File: src/rtl/decode_priv_fault_sequencer_pkg.sv
// rtl/decode_priv_fault_sequencer_pkg.sv - shared opcodes, IRQ number and FSM encodings
package decode_priv_fault_sequencer_pkg;

  localparam logic [6:0] L_PARAM_IRQ_NUM = 7'd41;

  // Opcodes live in instruction bits [30:21]
  localparam logic [9:0] FAULT_INSTRUCTION_SRTISR  = 10'h140;
  localparam logic [9:0] FAULT_INSTRUCTION_SRKPDTR = 10'h141;
  localparam logic [9:0] FAULT_INSTRUCTION_SRPDTW  = 10'h142;
  localparam logic [9:0] FAULT_INSTRUCTION_SRIEIW  = 10'h143;
  localparam logic [9:0] FAULT_INSTRUCTION_SRTISW  = 10'h144;
  localparam logic [9:0] FAULT_INSTRUCTION_SRKPDTW = 10'h145;
  localparam logic [9:0] FAULT_INSTRUCTION_SRMMUW  = 10'h146;
  localparam logic [9:0] FAULT_INSTRUCTION_HALT    = 10'h150;
  localparam logic [9:0] FAULT_INSTRUCTION_IDTS    = 10'h151;

  typedef enum logic [1:0] {
    L_PARAM_FSEQ_RUN        = 2'd0,
    L_PARAM_FSEQ_IRQ_REQ    = 2'd1,
    L_PARAM_FSEQ_FLUSH_WAIT = 2'd2
  } fseq_state_e;

  function automatic logic is_priv_opcode(input logic [9:0] op);
    return op inside {FAULT_INSTRUCTION_SRTISR, FAULT_INSTRUCTION_SRKPDTR,
                      FAULT_INSTRUCTION_SRPDTW, FAULT_INSTRUCTION_SRIEIW,
                      FAULT_INSTRUCTION_SRTISW, FAULT_INSTRUCTION_SRKPDTW,
                      FAULT_INSTRUCTION_SRMMUW, FAULT_INSTRUCTION_HALT,
                      FAULT_INSTRUCTION_IDTS};
  endfunction

endpackage

File: src/rtl/decode_priv_fault_sequencer_if.sv
// rtl/decode_priv_fault_sequencer_if.sv - upstream, downstream, flush and IRQ signal bundle
interface decode_priv_fault_sequencer_if #(
  parameter int unsigned P_CNT_W = 16
);
  logic                 iEVENT_FLUSH;
  logic                 iPREV_VALID;
  logic [31:0]          iPREV_INST;
  logic [31:0]          iPREV_PC;
  logic                 iPREV_KERNEL;
  logic                 oPREV_LOCK;
  logic                 oNEXT_VALID;
  logic [31:0]          oNEXT_INST;
  logic [31:0]          oNEXT_PC;
  logic                 iNEXT_LOCK;
  logic                 oIRQ_REQ;
  logic [6:0]           oIRQ_NUM;
  logic [31:0]          oIRQ_PC;
  logic                 iIRQ_ACK;
  logic [P_CNT_W-1:0]   oFAULT_CNT;

  modport slave (
    input  iEVENT_FLUSH, iPREV_VALID, iPREV_INST, iPREV_PC, iPREV_KERNEL,
           iNEXT_LOCK, iIRQ_ACK,
    output oPREV_LOCK, oNEXT_VALID, oNEXT_INST, oNEXT_PC, oIRQ_REQ, oIRQ_NUM,
           oIRQ_PC, oFAULT_CNT
  );

  modport master (
    output iEVENT_FLUSH, iPREV_VALID, iPREV_INST, iPREV_PC, iPREV_KERNEL,
           iNEXT_LOCK, iIRQ_ACK,
    input  oPREV_LOCK, oNEXT_VALID, oNEXT_INST, oNEXT_PC, oIRQ_REQ, oIRQ_NUM,
           oIRQ_PC, oFAULT_CNT
  );
endinterface

File: src/rtl/decode_priv_check.sv
// rtl/decode_priv_check.sv - combinational user-mode privileged-opcode screen
module decode_priv_check
  import decode_priv_fault_sequencer_pkg::*;
(
  input  logic [9:0] opcode,
  input  logic       kernel,
  output logic       fault
);

  assign fault = ~kernel & is_priv_opcode(opcode);

endmodule

File: src/rtl/decode_priv_fault_sequencer.sv
// rtl/decode_priv_fault_sequencer.sv - decode pipeline register that diverts user-mode
// privileged instructions into an IRQ request / flush-wait sequence
module decode_priv_fault_sequencer
  import decode_priv_fault_sequencer_pkg::*;
#(
  parameter logic [6:0]  P_IRQ_NUM = L_PARAM_IRQ_NUM,
  parameter int unsigned P_CNT_W   = 16
)(
  input  logic                           iCLOCK,
  input  logic                           iRESET_SYNC,
  decode_priv_fault_sequencer_if.slave   bus
);

  fseq_state_e         state_q, state_d;
  logic                next_valid_q, next_valid_d;
  logic [31:0]         next_inst_q, next_inst_d;
  logic [31:0]         next_pc_q, next_pc_d;
  logic                irq_req_q, irq_req_d;
  logic [6:0]          irq_num_q, irq_num_d;
  logic [31:0]         irq_pc_q, irq_pc_d;
  logic [P_CNT_W-1:0]  fault_cnt_q, fault_cnt_d;

  logic                hold;
  logic                lock;
  logic                accept;
  logic                fault;
  logic [P_CNT_W-1:0]  cnt_inc;

  decode_priv_check u_check (
    .opcode (bus.iPREV_INST[30:21]),
    .kernel (bus.iPREV_KERNEL),
    .fault  (fault)
  );

  assign hold    = next_valid_q & bus.iNEXT_LOCK;
  assign lock    = (state_q != L_PARAM_FSEQ_RUN) | hold;
  assign accept  = bus.iPREV_VALID & ~lock;
  assign cnt_inc = (&fault_cnt_q) ? fault_cnt_q : fault_cnt_q + 1'b1;

  always_comb begin
    state_d      = state_q;
    next_valid_d = next_valid_q;
    next_inst_d  = next_inst_q;
    next_pc_d    = next_pc_q;
    irq_req_d    = irq_req_q;
    irq_num_d    = irq_num_q;
    irq_pc_d     = irq_pc_q;
    fault_cnt_d  = fault_cnt_q;

    // Output register drains whenever downstream is not stalling it
    if (!hold) next_valid_d = 1'b0;

    if (bus.iEVENT_FLUSH) begin
      next_valid_d = 1'b0;
      state_d      = L_PARAM_FSEQ_RUN;
      if (state_q == L_PARAM_FSEQ_IRQ_REQ) begin
        irq_req_d = 1'b0;
        irq_num_d = '0;
        if (bus.iIRQ_ACK) fault_cnt_d = cnt_inc;
      end
    end else begin
      case (state_q)
        L_PARAM_FSEQ_RUN: begin
          if (accept && !fault) begin
            next_valid_d = 1'b1;
            next_inst_d  = bus.iPREV_INST;
            next_pc_d    = bus.iPREV_PC;
          end else if (accept) begin
            irq_req_d = 1'b1;
            irq_num_d = P_IRQ_NUM;
            irq_pc_d  = bus.iPREV_PC;
            state_d   = L_PARAM_FSEQ_IRQ_REQ;
          end
        end
        L_PARAM_FSEQ_IRQ_REQ: begin
          if (bus.iIRQ_ACK) begin
            irq_req_d   = 1'b0;
            irq_num_d   = '0;
            fault_cnt_d = cnt_inc;
            state_d     = L_PARAM_FSEQ_FLUSH_WAIT;
          end
        end
        L_PARAM_FSEQ_FLUSH_WAIT: ;
        default: state_d = L_PARAM_FSEQ_RUN;
      endcase
    end
  end

  always_ff @(posedge iCLOCK) begin
    if (iRESET_SYNC) begin
      state_q      <= L_PARAM_FSEQ_RUN;
      next_valid_q <= 1'b0;
      next_inst_q  <= '0;
      next_pc_q    <= '0;
      irq_req_q    <= 1'b0;
      irq_num_q    <= '0;
      irq_pc_q     <= '0;
      fault_cnt_q  <= '0;
    end else begin
      state_q      <= state_d;
      next_valid_q <= next_valid_d;
      next_inst_q  <= next_inst_d;
      next_pc_q    <= next_pc_d;
      irq_req_q    <= irq_req_d;
      irq_num_q    <= irq_num_d;
      irq_pc_q     <= irq_pc_d;
      fault_cnt_q  <= fault_cnt_d;
    end
  end

  assign bus.oPREV_LOCK  = lock;
  assign bus.oNEXT_VALID = next_valid_q;
  assign bus.oNEXT_INST  = next_inst_q;
  assign bus.oNEXT_PC    = next_pc_q;
  assign bus.oIRQ_REQ    = irq_req_q;
  assign bus.oIRQ_NUM    = irq_num_q;
  assign bus.oIRQ_PC     = irq_pc_q;
  assign bus.oFAULT_CNT  = fault_cnt_q;

endmodule
File: src/flat_wrapper.sv
// flat-port wrapper written by rule: the top's interface ports become plain ports
module decode_priv_fault_sequencer_flat import decode_priv_fault_sequencer_pkg::*;
#(
  parameter logic [6:0]  P_IRQ_NUM = L_PARAM_IRQ_NUM,
  parameter int unsigned P_CNT_W   = 16
)
  (iCLOCK, iRESET_SYNC, bus_iEVENT_FLUSH, bus_iPREV_VALID, bus_iPREV_INST, bus_iPREV_PC, bus_iPREV_KERNEL, bus_iNEXT_LOCK, bus_iIRQ_ACK, bus_oPREV_LOCK, bus_oNEXT_VALID, bus_oNEXT_INST, bus_oNEXT_PC, bus_oIRQ_REQ, bus_oIRQ_NUM, bus_oIRQ_PC, bus_oFAULT_CNT);
  decode_priv_fault_sequencer_if #(.P_CNT_W(P_CNT_W)) bus_i ();
  input  logic iCLOCK;
  input  logic iRESET_SYNC;
  input wire logic [$bits(bus_i.iEVENT_FLUSH)-1:0] bus_iEVENT_FLUSH;
  input wire logic [$bits(bus_i.iPREV_VALID)-1:0] bus_iPREV_VALID;
  input wire logic [$bits(bus_i.iPREV_INST)-1:0] bus_iPREV_INST;
  input wire logic [$bits(bus_i.iPREV_PC)-1:0] bus_iPREV_PC;
  input wire logic [$bits(bus_i.iPREV_KERNEL)-1:0] bus_iPREV_KERNEL;
  input wire logic [$bits(bus_i.iNEXT_LOCK)-1:0] bus_iNEXT_LOCK;
  input wire logic [$bits(bus_i.iIRQ_ACK)-1:0] bus_iIRQ_ACK;
  output wire logic [$bits(bus_i.oPREV_LOCK)-1:0] bus_oPREV_LOCK;
  output wire logic [$bits(bus_i.oNEXT_VALID)-1:0] bus_oNEXT_VALID;
  output wire logic [$bits(bus_i.oNEXT_INST)-1:0] bus_oNEXT_INST;
  output wire logic [$bits(bus_i.oNEXT_PC)-1:0] bus_oNEXT_PC;
  output wire logic [$bits(bus_i.oIRQ_REQ)-1:0] bus_oIRQ_REQ;
  output wire logic [$bits(bus_i.oIRQ_NUM)-1:0] bus_oIRQ_NUM;
  output wire logic [$bits(bus_i.oIRQ_PC)-1:0] bus_oIRQ_PC;
  output wire logic [$bits(bus_i.oFAULT_CNT)-1:0] bus_oFAULT_CNT;
  assign bus_i.iEVENT_FLUSH = bus_iEVENT_FLUSH;
  assign bus_i.iPREV_VALID = bus_iPREV_VALID;
  assign bus_i.iPREV_INST = bus_iPREV_INST;
  assign bus_i.iPREV_PC = bus_iPREV_PC;
  assign bus_i.iPREV_KERNEL = bus_iPREV_KERNEL;
  assign bus_i.iNEXT_LOCK = bus_iNEXT_LOCK;
  assign bus_i.iIRQ_ACK = bus_iIRQ_ACK;
  assign bus_oPREV_LOCK = bus_i.oPREV_LOCK;
  assign bus_oNEXT_VALID = bus_i.oNEXT_VALID;
  assign bus_oNEXT_INST = bus_i.oNEXT_INST;
  assign bus_oNEXT_PC = bus_i.oNEXT_PC;
  assign bus_oIRQ_REQ = bus_i.oIRQ_REQ;
  assign bus_oIRQ_NUM = bus_i.oIRQ_NUM;
  assign bus_oIRQ_PC = bus_i.oIRQ_PC;
  assign bus_oFAULT_CNT = bus_i.oFAULT_CNT;
  decode_priv_fault_sequencer #(.P_IRQ_NUM(P_IRQ_NUM), .P_CNT_W(P_CNT_W)) u_core (.iCLOCK(iCLOCK), .iRESET_SYNC(iRESET_SYNC), .bus(bus_i));
endmodule
File: config.mk
export PLATFORM = sky130hd
export DESIGN_NAME = decode_priv_fault_sequencer_flat
export DESIGN_NICKNAME = d
export VERILOG_FILES = /design/src/rtl/decode_priv_fault_sequencer_pkg.sv /design/src/rtl/decode_priv_fault_sequencer_if.sv /design/src/rtl/decode_priv_check.sv /design/src/rtl/decode_priv_fault_sequencer.sv /design/src/flat_wrapper.sv
export SDC_FILE = /design/constraint.sdc
export NUM_CORES = 1
export LEC_CHECK = 0
export ABC_AREA = 1
export BUFFER_PORTS_ARGS = -buffer_cell sky130_fd_sc_hd__buf_2
export CELL_PAD_IN_SITES_DETAIL_PLACEMENT = 1
export CELL_PAD_IN_SITES_GLOBAL_PLACEMENT = 1
export CORE_AREA = 2 2 122 136
export DETAILED_ROUTE_END_ITERATION = 7
export DIE_AREA = 0 0 124 138
export PLACE_DENSITY = 0.71
export SYNTH_ARGS = -nofsm -noshare
export SYNTH_HDL_FRONTEND = slang
export SYNTH_HIERARCHICAL = 1
export SYNTH_SLANG_ARGS = --single-unit
export TNS_END_PERCENT = 50
File: constraint.sdc
create_clock -name iCLOCK -period 1.4 [get_ports iCLOCK]
set_input_delay 0.21 -clock iCLOCK [delete_from_list [all_inputs] [get_ports iCLOCK]]
set_output_delay 0.21 -clock iCLOCK [all_outputs]
set_load 0.005 [all_outputs]
---- Word level (Yosys, flattened, before mapping) ----
Cells that the tools add are included.
cells by class
  eq/ne operators ......................... 18
  bitwise logic cells ..................... 10
  multiplexer cells ....................... 19
  magnitude comparators ................... 0
  multiply operators ...................... 0
  shift-type cells ........................ 0
  reductions and logical operators ........ 13
  divide/modulo/power cells ............... 0
  $add $sub $neg .......................... 1
operators by type and width
  kind                                                                      number
  10-bit by 9-bit equality test with 1-bit output (second input constant)   9
  7-bit 2-to-1 mux                                                          5
  16-bit by 1-bit adder with 16-bit output (second input constant)          1
  16-bit AND reduction                                                      1
  7-bit one-hot mux with 2 select lines                                     1
  9-bit nonzero test                                                        1
  1-bit 2-to-1 mux                                                          8
  4-bit AND reduction                                                       2
  2-bit 2-to-1 mux                                                          3
  3-bit inequality test (second input constant)                             2
  1-bit inverter                                                            6
  2-bit one-hot mux with 3 select lines                                     1
  3-bit AND reduction                                                       2
  5-bit AND reduction                                                       1
  2-bit by 1-bit inequality test with 1-bit output (second input constant)  2
  2-bit inequality test (second input constant)                             2
  2-bit nonzero test                                                        2
  1-bit bitwise AND                                                         3
  3-bit by 2-bit inequality test with 1-bit output (second input constant)  1
  2-bit by 1-bit equality test with 1-bit output (second input constant)    1
  2-bit equality test (second input constant)                               1
  2-bit logical NOT                                                         1
  1-bit one-hot mux with 2 select lines                                     1
  2-bit OR reduction                                                        1
  3 further kinds                                                           3
storage, ports and cells
  memory bits (writable) .................. 0
  memory bits (read-only) ................. 0
  word-level logic and storage cells ...... 69
  memories kept ........................... 0
  register bits after elaboration ......... 123
  bits in latches ......................... 0

---- Depth between registers and ports, before layout ----
Gate-level depths: netlist (run 1).
  depth in word-level cells ............... 8
  mapped depth ............................ 12
  gate-level depth less buffers ........... 12

---- Modules after synthesis ----
The synthesis (run 1) kept the hierarchy.
modules (own cells, without submodules)
  module                       area an instance (µm²)  instances  cells each  seq. area each (µm²)
  decode_priv_fault_sequencer  4615.7                  1          618         2322.2
  decode_priv_check            50.0                    1          11          0.0

---- Worst setup path before layout (run 1) ----
OpenSTA, ideal clock, no wires.
  path type ............................... register -> register
  from .................................... register u_core.fault_cnt_q[0], in the netlist u_core/bus.oFAULT_CNT[0]
  to ...................................... register u_core.fault_cnt_q[9], in the netlist u_core/bus.oFAULT_CNT[9]
  data arrival time ....................... 1.299 ns
  data required time ...................... 1.272 ns
  clock period less this slack ............ 1.427 ns
  stages on the path, launching flop included .. 10
  slack ................................... -0.027 ns
  cells stage by stage .................... dfxtp_1 ha_1 nand3_1 inv_1 nand4_2 buf_2 nand3_1 nand2_1 nand2_1 nor2_1
between the ends
  longest elaborated chain between the ends .. 3
  elaborated cells on any way between the ends .. 4
ends and longest elaborated chain
  element                                                                                           RTL line                            RTL
  from (decl)                                                                                       decode_priv_fault_sequencer.sv:21   logic [P_CNT_W-1:0] fault_cnt_q, fault_cnt_d;
  from (signal assigned)                                                                            decode_priv_fault_sequencer.sv:107  fault_cnt_q <= fault_cnt_d;
  parallel branches: the longest is 3 deep, another holds 16-bit by 1-bit adder with 16-bit output  --
Several ways; the timed one is not identified.
A chain may end at the register's enable or synchronous reset.

---- Worst setup path in the final report (run 1) ----
  from .................................... register u_core.state_q[0]
  to ...................................... register u_core.irq_pc_q[17], in the netlist u_core/bus.oIRQ_PC[17]
between the ends
  longest elaborated chain between the ends .. 7
  elaborated cells on any way between the ends .. 8
ends and longest elaborated chain
  element                                   RTL line                            RTL
  from (decl)                               decode_priv_fault_sequencer.sv:14   fseq_state_e state_q, state_d;
  from (signal assigned)                    decode_priv_fault_sequencer.sv:100  state_q <= state_d;
  2-bit nonzero test                        decode_priv_fault_sequencer.sv:36   assign lock = (state_q != L_PARAM_FSEQ_RUN) | hold;
  1-bit bitwise OR                          decode_priv_fault_sequencer.sv:36
  1-bit inverter                            decode_priv_fault_sequencer.sv:37   assign accept = bus.iPREV_VALID & ~lock;
  1-bit bitwise AND                         decode_priv_fault_sequencer.sv:37
  1-bit logical AND                         decode_priv_fault_sequencer.sv:64   if (accept && !fault) begin
  1-bit inverter (no source line)           --
  4-bit AND reduction (no source line) (*)  --
  to (signal assigned)                      decode_priv_fault_sequencer.sv:106  irq_pc_q <= irq_pc_d;
  to (decl)                                 decode_priv_fault_sequencer.sv:20   logic [31:0] irq_pc_q, irq_pc_d;
Every way passes the cells marked *; elsewhere a longest branch is shown, timed or not.

==> results of run 1 <==
## path summary, 6_finish.rpt
path / slack [ns] / end / cells after the start
worst max-delay path: -0.06 / u_core/bus.oIRQ_PC[17]$_SDFFE_PP0P_ / 8
worst min-delay path: 0.01 / u_core/bus.oNEXT_INST[31]$_SDFFE_PP0P_ / 3
worst max register to register: -0.06 / u_core/bus.oIRQ_PC[17]$_SDFFE_PP0P_ / 8
worst min register to register: 0.50 / u_core/bus.oNEXT_INST[20]$_SDFFE_PP0P_ / 2
## what timing repair did
item	CTS	global route
hold buffers	0	0
setup buffers	0	7
resized for setup	16	143
pin swaps	1	33
setup endpoints to repair	111	115
cloned	0	11
## layer usage
layer / vias up / global-route usage [%]
met5: - / 0
met4: 0 / 8.75
met3: 32 / 6.44
met2: 157 / 32.0
met1: 2429 / 21.0
li1: 2504 / -
## area by class of cell
cell class	count	share of cell area, %
clock buffer	19	5.93
clock inverter	12	2.11
inverter	23	1.26
multi-input combinational	453	31.7
sequential	116	31.3
tap	204	3.42
timing repair buffer	265	24.3
## cells by family (layout without fill, tap and decap cells)
group	Yosys count	count (layout)	share of synthesized area [%]
compound gates	117	117	12.7
xor+xnor	3	3	0.563
fa+ha+maj	1	1	0.268
buf+inv	63	319	7.88
flops	116	116	49.8
other cells	1	4	0.0804
simple gates	328	328	28.8
## sequential cells by signal, indices dropped and copies added, names as in the netlist
name,count
u_core/bus.oIRQ_PC,32
u_core/bus.oNEXT_INST,32
u_core/bus.oNEXT_PC,32
u_core/bus.oFAULT_CNT,16
u_core/state_q,2
u_core/bus.oIRQ_NUM,1
u_core/bus.oNEXT_VALID,1
## cells in the mapped netlist
master	instances
a21oi_1	13
buf_2	12
buf_4	9
buf_6	2
buf_8	6
clkbuf_1	11
clkinv_1	1
conb_1	1
dfxtp_1	116
ha_1	1
inv_1	19
inv_2	3
nand2_1	70
nand2_2	1
nand3_1	15
nand3_2	1
nand3b_1	3
nand4_1	4
nand4_2	2
nor2_1	224
nor2_2	3
nor2_4	3
nor3_4	1
o21a_1	1
o21ai_0	82
o21ai_1	20
o21bai_1	1
or2_2	1
xnor2_1	1
xor2_1	2
## worst reg2reg max path: stages, from the launching register on
cell and delay (ns):
dfxtp_2 0.34, nor2_4 0.17, nand3_2 0.12, nor3_4 0.18, buf_12 0.17, inv_8 0.06, clkbuf_16 0.17, nor2_2 0.09
nor2_1 0.05
## where the power goes
group	switching (mW)	leakage (nW)	internal, mW
registers	0.0844	0.951	3.45
clock network	1.60	0.285	2.84
logic	0.503	2.35	0.431
## stage by stage
stage / setup TNS (ns) / total power [mW] / area (um^2) / setup slack, ns
6_report: -0.566 / 8.91 / 7470 / -0.0551
5_1_grt: -6.07 / 9.27 / 7470 / -0.135
4_1_cts: -0.0000420 / 8.86 / 6780 / -0.0000420
3_5_place_dp: -18.44 / 4.36 / 6140 / -0.231
3_3_place_gp: -15.50 / 4.35 / 6140 / -0.186
2_1_floorplan: 0 / 3.96 / 4680 / 0.00508
==> impl_metrics.tcl, run 1 <==
set metrics [dict create \
    dr_total_vias 5122 \
    crit_chain "nor2_4 > nand3_2 > nor3_4 > buf_12 > inv_8 > clkbuf_16 > nor2_2 > nor2_1" \
    violations "setup timing" \
    synth.cell_area_um2 4670 \
    critPathBufInv 3 \
    power_density_nw_per_um2 1190 \
    cp_max_fo 8 \
    final_cell_mix "buf_2, nor2_1, dfxtp_1" \
    finalHoldViolCount 0 \
    vias_per_cell 4.69 \
    crit_family "simple AND/OR/NAND/NOR gates" \
    yosysTopAreaCell "dfxtp_1" \
    synth-warning-count 6 \
    grt_pass1_wl_mm 25.4 \
    report.final.slew_viol_count 0 \
    r2r-start "u_core/state_q[0]$_SDFFE_PP0P_" \
    critPathLaunchType "flop" \
    cp-end-kind "flop" \
    wl_per_cell_um 16.6 \
    gp_congestion 0.784 \
    die_x_um 124 \
    drive_above_1_share_pct 46.1 \
    n_fill_cell 1978 \
    die_height_um 138 \
    core_um2 15900 \
    fmax_mhz 687 \
    finalCriticalPeriod_ns 1.46 \
    numPortBuffers 188 \
    final_common_cell "buf_2" \
    finish.net_count 948 \
    rsz0062_at_grt "true" \
    cap_violations 0 \
    cpMaxStageDelayCell "dfxtp_2" \
    yosysTopAreaCellShare_pct 49.8 \
    hpwlAfterDp_mm 11.1 \
    antennaDiodeCount 0 \
    grt_max_degree 89 \
    hp-class "input port to flop" \
    hold_ws_ns 0.0105 \
    multi_input_area_um2 2370 \
    seqCellArea_um2 2340 \
    place_inst 1043 \
    start_util_pct 29.3 \
    outcome "complete, but fails checks" \
    area_growth_pct 60.0 \
    hold_start "bus_iPREV_INST[31]" \
    grt_remaining_overflow 0 \
    grt_pass1_vias 5120 \
    period_share_pct 104 \
    post-route-util_pct 46.8 \
    synthCells 629 \
    insertion_delay_ns 0.42 \
    crit_type "flop to flop" \
    grt_use_total_pct 18.9 \
    wl_met2_mm 9.22 \
    avgSynthCellArea_um2 7.42 \
    drc 0 \
    fin_cells 1092 \
    setup_ws_ns -0.0551 \
    synth_area_leaders "dfxtp_1, nor2_1, o21ai_0" \
    clockBufferDepth 2 \
    drt_iter0_markers 143 \
    synth_cell_types 30 \
    clk_pin_slew_ns 0.06 \
    skew_ns 0.00886 \
    antenna_found_initial 0 \
    worstPathArrival_ns 1.76 \
    dr.pass1.iters 4 \
    ios 193 \
    drtAntennaViolNets 0 \
    fp-row-count 49 \
    setup_viol 27 \
    cts-root-buf "clkbuf_16" \
    die-area_um2 17100 \
    crit_required_ns 1.70 \
    slowest_delay_ns 0.34 \
    ir_worst_vdd_mv 0.805 \
    cts.sinks 116 \
    ys_seq_elements 116 \
    cp-startpoint "u_core/state_q[0]$_SDFFE_PP0P_" \
    htree_levels 4 \
    cts_tree "yes" \
    totalWireLength_mm 18.1 \
    wl_met1_mm 7.11 \
    yosysSeqAreaShare_pct 49.8 \
    top_layer "met4" \
    met3_wirelength_mm 1.29 \
    power_leakage_nw 3.59 \
    cts_made_buffers 17 \
]
Power figures use the tool's default switching activity.
==> run 2, diff against run 1 <==
--- a/config.mk
+++ b/config.mk
@@ -13,6 +13,8 @@
 export DETAILED_ROUTE_END_ITERATION = 7
 export DIE_AREA = 0 0 124 138
 export PLACE_DENSITY = 0.71
+export SETUP_SLACK_MARGIN = 0.4
+export SLEW_MARGIN = 20
 export SYNTH_ARGS = -nofsm -noshare
 export SYNTH_HDL_FRONTEND = slang
 export SYNTH_HIERARCHICAL = 1
==> run 2 against run 1 <==
The run still ends with setup timing left. Critical endpoint is now u_core/bus.oFAULT_CNT[8]$_SDFFE_PP0P_. Sequential power about the same. Largest cell class unchanged. Clock-buffer cell count up 4. Die area unchanged. Core utilization up 2.1 points. First-iteration DRC count rose by 32%. Total power is 0.57% higher.
==> impl_metrics.tcl, run 2 (synthesis results as in run 1) <==
set metrics [dict create \
    die_height_um 138 \
    hpwlAfterDp_mm 10.8 \
    power_leakage_nw 3.76 \
    cts-root-buf "clkbuf_16" \
    ios 193 \
    cap_violations 0 \
    vias_per_cell 4.75 \
    hp-class "input port to flop" \
    outcome "complete, but fails checks" \
    totalWireLength_mm 19.5 \
    power_density_nw_per_um2 1150 \
    grt_remaining_overflow 0 \
    period_share_pct 102 \
    grt_pass1_wl_mm 27.0 \
    setup_viol 12 \
    hold_start "bus_iPREV_INST[31]" \
    area_growth_pct 67.1 \
    crit_type "flop to flop" \
    dr.pass1.iters 4 \
    finish.net_count 954 \
    critPathBufInv 2 \
    report.final.slew_viol_count 0 \
    cts_made_buffers 17 \
    cpMaxStageDelayCell "dfxtp_4" \
    worstRegToRegCells 9 \
    cts_tree "yes" \
    hold_ws_ns 0.0252 \
    drtAntennaViolNets 0 \
    htree_levels 4 \
    cp-end-kind "flop" \
    grt_use_total_pct 20.3 \
    crit_family "simple AND/OR/NAND/NOR gates" \
    finalHoldViolCount 0 \
    clk_pin_slew_ns 0.06 \
    whs_path_depth 3 \
    wl_per_cell_um 17.7 \
    pre_cts_ws_ns -0.240 \
    slowest_delay_ns 0.36 \
    critPathLaunchType "flop" \
    cpMostUsedCell "nand2_1" \
    gp_congestion 0.763 \
    fp-row-count 49 \
    dr_total_vias 5217 \
    worstPathArrival_ns 1.74 \
    fmax_mhz 699 \
    insertion_delay_ns 0.42 \
    cts.sinks 116 \
    finalCriticalPeriod_ns 1.43 \
    setup_ws_ns -0.0307 \
    path_depth 9 \
    die_x_um 124 \
    die-area_um2 17100 \
    antennaDiodeCount 0 \
    r2r-start "u_core/bus.oFAULT_CNT[0]$_SDFFE_PP0P_" \
    cp_max_fo 5 \
    min_to "u_core/bus.oNEXT_INST[31]$_SDFFE_PP0P_" \
    drt_iter0_markers 189 \
    ir_worst_vdd_mv 0.684 \
    hold_buffers 0 \
    final_common_cell "buf_2" \
    rsz0062_at_grt "true" \
    violations "setup timing" \
    start_util_pct 29.3 \
    grt_max_degree 65 \
    clockBufferDepth 2 \
    rrSetupSlack_ns -0.03 \
    drc 0 \
    crit_chain "ha_4 > nand3_4 > inv_4 > nand4_4 > buf_4 > nand3_2 > nand2_1 > nand2_1 > nor2_1" \
    numPortBuffers 188 \
    regToRegEndpoint "u_core/bus.oFAULT_CNT[8]$_SDFFE_PP0P_" \
    skew_ns 0.0114 \
    crit_required_ns 1.71 \
    core_um2 15900 \
    final_cell_mix "buf_2, nor2_1, dfxtp_1" \
    grt_pass1_vias 5206 \
    drive_above_1_share_pct 50.1 \
    antenna_found_initial 2 \
]
==> run 2: how the worst max path moves through the flow <==
| stage | from | endpoint |
|---|---|---|
| after floorplan | u_core/bus.oFAULT_CNT[1]$_SDFFE_PP0P_ | u_core/bus.oFAULT_CNT[9]$_SDFFE_PP0P_ |
| after global placement | bus_iPREV_INST[26] | u_core/bus.oNEXT_PC[17]$_SDFFE_PP0P_ |
| after detailed placement | bus_iPREV_INST[26] | u_core/bus.oNEXT_INST[29]$_SDFFE_PP0P_ |
| after CTS | u_core/state_q[0]$_SDFFE_PP0P_ | u_core/bus.oNEXT_PC[31]$_SDFFE_PP0P_ |
| after global routing | u_core/bus.oFAULT_CNT[7]$_SDFFE_PP0P_ | u_core/bus.oFAULT_CNT[8]$_SDFFE_PP0P_ |
| final | u_core/bus.oFAULT_CNT[0]$_SDFFE_PP0P_ | u_core/bus.oFAULT_CNT[8]$_SDFFE_PP0P_ |
==> run 2: stage by stage <==
step	area, um^2	std cells	total power, mW	TNS, ns	utilization, %
floorplan	4760	632	3.98	0	-
global placement	6090	1027	4.36	-10.90	38.2
detailed placement	6090	1027	4.37	-15.58	38.2
CTS	7080	1071	8.86	0	44.4
global route	7800	1098	9.30	-6.36	48.9
finish	7800	1098	8.96	-0.119	48.9
==> run 2: worst register-to-register path: stages (launching register included) <==
cell and delay (ns):
dfxtp_4 0.36, ha_4 0.15, nand3_4 0.10, inv_4 0.10
nand4_4 0.20, buf_4 0.21, nand3_2 0.06, nand2_1 0.06
nand2_1 0.05, nor2_1 0.04
==> run 2: layer usage <==
metal / part of all wire, % / track usage (%)
met1: 41 / 23.8
met2: 50 / 34.9
met3: 6.7 / 7.47
met4: 1.6 / 5.26
met5: 0.11 / 0
==> run 2: layout make-up <==
cell class                 instances  area (um^2)
fill                            1924         8140
multi-input combinational        454         2520
sequential                       116         2340
timing repair buffer             270         1990
clock buffer                      23          489
tap                              204          255
inverter                          23          109
clock inverter                     8         97.6
==> run 2: where the power goes <==
| part | internal (mW) | switching, mW | leakage [nW] |
|---|---|---|---|
| sequential | 3.45 | 0.0804 | 0.952 |
| clock | 2.80 | 1.56 | 0.288 |
| combinational | 0.503 | 0.563 | 2.52 |
==> run 2: what timing repair did <==
item | CTS | global route
setup buffers | 10 | 11
gates resized for setup | 72 | 102
pin swaps | 17 | 24
endpoints found under the hold margin | 0 | 0
endpoints found under the setup margin | 233 | 233
gates cloned | 3 | 16
==> run 3, diff against run 2 <==
--- a/config.mk
+++ b/config.mk
@@ -7,12 +7,12 @@
 export LEC_CHECK = 0
 export ABC_AREA = 1
 export BUFFER_PORTS_ARGS = -buffer_cell sky130_fd_sc_hd__buf_2
-export CELL_PAD_IN_SITES_DETAIL_PLACEMENT = 1
-export CELL_PAD_IN_SITES_GLOBAL_PLACEMENT = 1
-export CORE_AREA = 2 2 122 136
+export CORE_AREA = 2 2 103 115
+export CTS_CLUSTER_DIAMETER = 100
 export DETAILED_ROUTE_END_ITERATION = 7
-export DIE_AREA = 0 0 124 138
-export PLACE_DENSITY = 0.71
+export DIE_AREA = 0 0 105 117
+export HOLD_SLACK_MARGIN = 0.06
+export PLACE_DENSITY = 0.7
 export SETUP_SLACK_MARGIN = 0.4
 export SLEW_MARGIN = 20
 export SYNTH_ARGS = -nofsm -noshare
==> run 3 against run 2 <==
Fmax fell by 3.4%. The flow still finishes with violations (setup timing). Clock power fell by 2%. Critical endpoint is now bus_oPREV_LOCK. Routed wire length fell by 15%. Sequential share of layout area fell by 1.6 points. Combinational power rose by 9%. Via count rose by 3.6%. Non-clock buffer count rose by 42. Cell count fell by 1.0%. Sequential power barely moved.
==> impl_metrics.tcl, run 3 (synthesis results as in run 1) <==
set metrics [dict create \
    final_common_cell "buf_2" \
    cts.sinks 116 \
    top_layer "met4" \
    rrSetupSlack_ns -0.07 \
    met3_wirelength_mm 1.07 \
    critPathLaunchType "flop" \
    report.final.slew_viol_count 0 \
    violations "setup timing" \
    crit_required_ns 1.19 \
    vias_per_cell 4.97 \
    multi_input_area_um2 2580 \
    worstRegToRegCells 9 \
    ir_worst_vdd_mv 0.892 \
    finalCriticalPeriod_ns 1.48 \
    antenna_found_initial 0 \
    numPortBuffers 188 \
    period_share_pct 106 \
    wl_met1_mm 6.14 \
    core_um2 11200 \
    drc 0 \
    comb_power_share_pct 13.0 \
    totalWireLength_mm 16.5 \
    die-area_um2 12300 \
    p_sw_mw 2.29 \
    grt_pass1_wl_mm 23.9 \
    clkPwrFrac_pct 47.6 \
    hpwlAfterDp_mm 9.06 \
    clockBufferDepth 2 \
    drt_iter0_markers 265 \
    setup_ws_ns -0.0815 \
    post-route-util_pct 74.1 \
    crit_type "flop to primary output" \
    finish.net_count 996 \
    dr.pass1.iters 5 \
    outcome "complete, but fails checks" \
    power_density_nw_per_um2 1080 \
    hold_start "bus_iPREV_INST[23]" \
    seqPwrFrac_pct 39.4 \
    switching_share_pct 25.5 \
    die_x_um 105 \
    hp-class "input port to flop" \
    power_leakage_nw 3.86 \
    grt_max_degree 85 \
    whs_path_depth 3 \
    min_to "u_core/bus.oNEXT_INST[23]$_SDFFE_PP0P_" \
    grt_remaining_overflow 0 \
    r2r-start "u_core/state_q[0]$_SDFFE_PP0P_" \
    seqCellArea_um2 2350 \
    cts-root-buf "clkbuf_16" \
    setup_viol 91 \
    regToRegEndpoint "u_core/bus.oNEXT_PC[8]$_SDFFE_PP0P_" \
    n_fill_cell 814 \
    skew_ns 0.0141 \
    area_growth_pct 77.5 \
    grt_pass1_vias 5129 \
    start_util_pct 41.7 \
    ios 193 \
    die_height_um 117 \
    clk_pin_slew_ns 0.06 \
    p_int_mw 6.69 \
    dr_total_vias 5407 \
    cap_violations 0 \
    finalHoldViolCount 0 \
    cp-end-kind "primary output" \
    antennaDiodeCount 0 \
    insertion_delay_ns 0.41 \
    wl_met2_mm 8.70 \
    gp_congestion 0.841 \
    drtAntennaViolNets 0 \
    wl_per_cell_um 15.2 \
    rsz0062_at_grt "true" \
    cp_max_fo 3 \
    fmax_mhz 675 \
    drive_above_1_share_pct 47.5 \
    fp-row-count 41 \
    grt_use_total_pct 24.4 \
    cts_tree "yes" \
    final_cell_mix "buf_2, nor2_1, dfxtp_1" \
    worstPathArrival_ns 1.27 \
    cts_made_buffers 17 \
    htree_levels 4 \
    tns_ns -2.84 \
]
run 3: cell types whose count changed in the layout (fill, tap and decap cells not counted), moves of 9 or more:
cell | previous run | this run
buf_2 | 187 | 176
buf_4 | 42 | 32
buf_6 | 17 | 32
clkbuf_16 | 28 | 19
dlygate4sd3_1 | 0 | 49
nand2_1 | 44 | 55
nor2_2 | 60 | 41
nor2_4 | 15 | 38
run 3: layer usage:
metal	GRT usage, %	vias to the layer above
met5	0	-
met2	43.9	220
met1	26.4	2519
met4	12.3	0
li1	-	2613
met3	7.36	55
run 3: critical path, cell delays in order (launching register included):
cell and delay, ns:
dfxtp_2 0.33, nor2_4 0.13, buf_4 0.13, buf_4 0.12
nand2_1 0.04, buf_2 0.13
run 3: worst max-delay path by stage:
stage | startpoint | end | depth (start not counted)
detailed placement | bus_iPREV_INST[26] | u_core/bus.oNEXT_PC[27]$_SDFFE_PP0P_ | 14
finish | u_core/state_q[0]$_SDFFE_PP0P_ | bus_oPREV_LOCK | 5
global route | u_core/state_q[0]$_SDFFE_PP0P_ | u_core/bus.oNEXT_PC[8]$_SDFFE_PP0P_ | 9
CTS | u_core/state_q[0]$_SDFFE_PP0P_ | bus_oPREV_LOCK | 4
global placement | bus_iPREV_INST[26] | u_core/bus.oNEXT_INST[8]$_SDFFE_PP0P_ | 14
floorplan | u_core/bus.oFAULT_CNT[1]$_SDFFE_PP0P_ | u_core/bus.oFAULT_CNT[9]$_SDFFE_PP0P_ | 9
run 3: final cells by class:
class / count / share of cell area [%]
Multi-Input combinational cell: 454 / 31.1
Inverter: 23 / 1.28
Sequential cell: 116 / 28.4
Tap cell: 150 / 2.27
Timing Repair Buffer: 312 / 29.9
Clock inverter: 14 / 1.86
Clock buffer: 18 / 5.18
run 3: power groups by stage:
stage          combinational [mW]  clock [mW]  sequential (mW)
2_1_floorplan               0.369           0             3.61
3_3_place_gp                0.770           0             3.60
3_5_place_dp                0.773           0             3.60
4_1_cts                      1.09        4.30             3.53
5_1_grt                      1.27        4.47             3.55
6_report                     1.17        4.28             3.54
run 3: what timing repair did:
item	in CTS	in global routing
hold buffers	49	0
hold endpoints to repair	59	0
gates cloned	5	3
endpoints found under the setup margin	232	232
gates resized for setup	114	103
pin swaps	51	27
buffers inserted	13	9
run 3: per-stage QoR:
step | hold WS [ns] | setup WS (ns) | total power [mW] | cells | cell area, um^2
final | 0.0702 | -0.0815 | 8.98 | 1087 | 8280
after global routing | 0.0832 | -0.165 | 9.29 | 1087 | 8280
after CTS | 0.0610 | 0.0000229 | 8.92 | 1075 | 7790
after detailed placement | 0.437 | -0.225 | 4.37 | 976 | 6060
after global placement | 0.433 | -0.177 | 4.37 | 976 | 6060
after floorplan | 0.279 | 0.143 | 3.98 | 632 | 4760
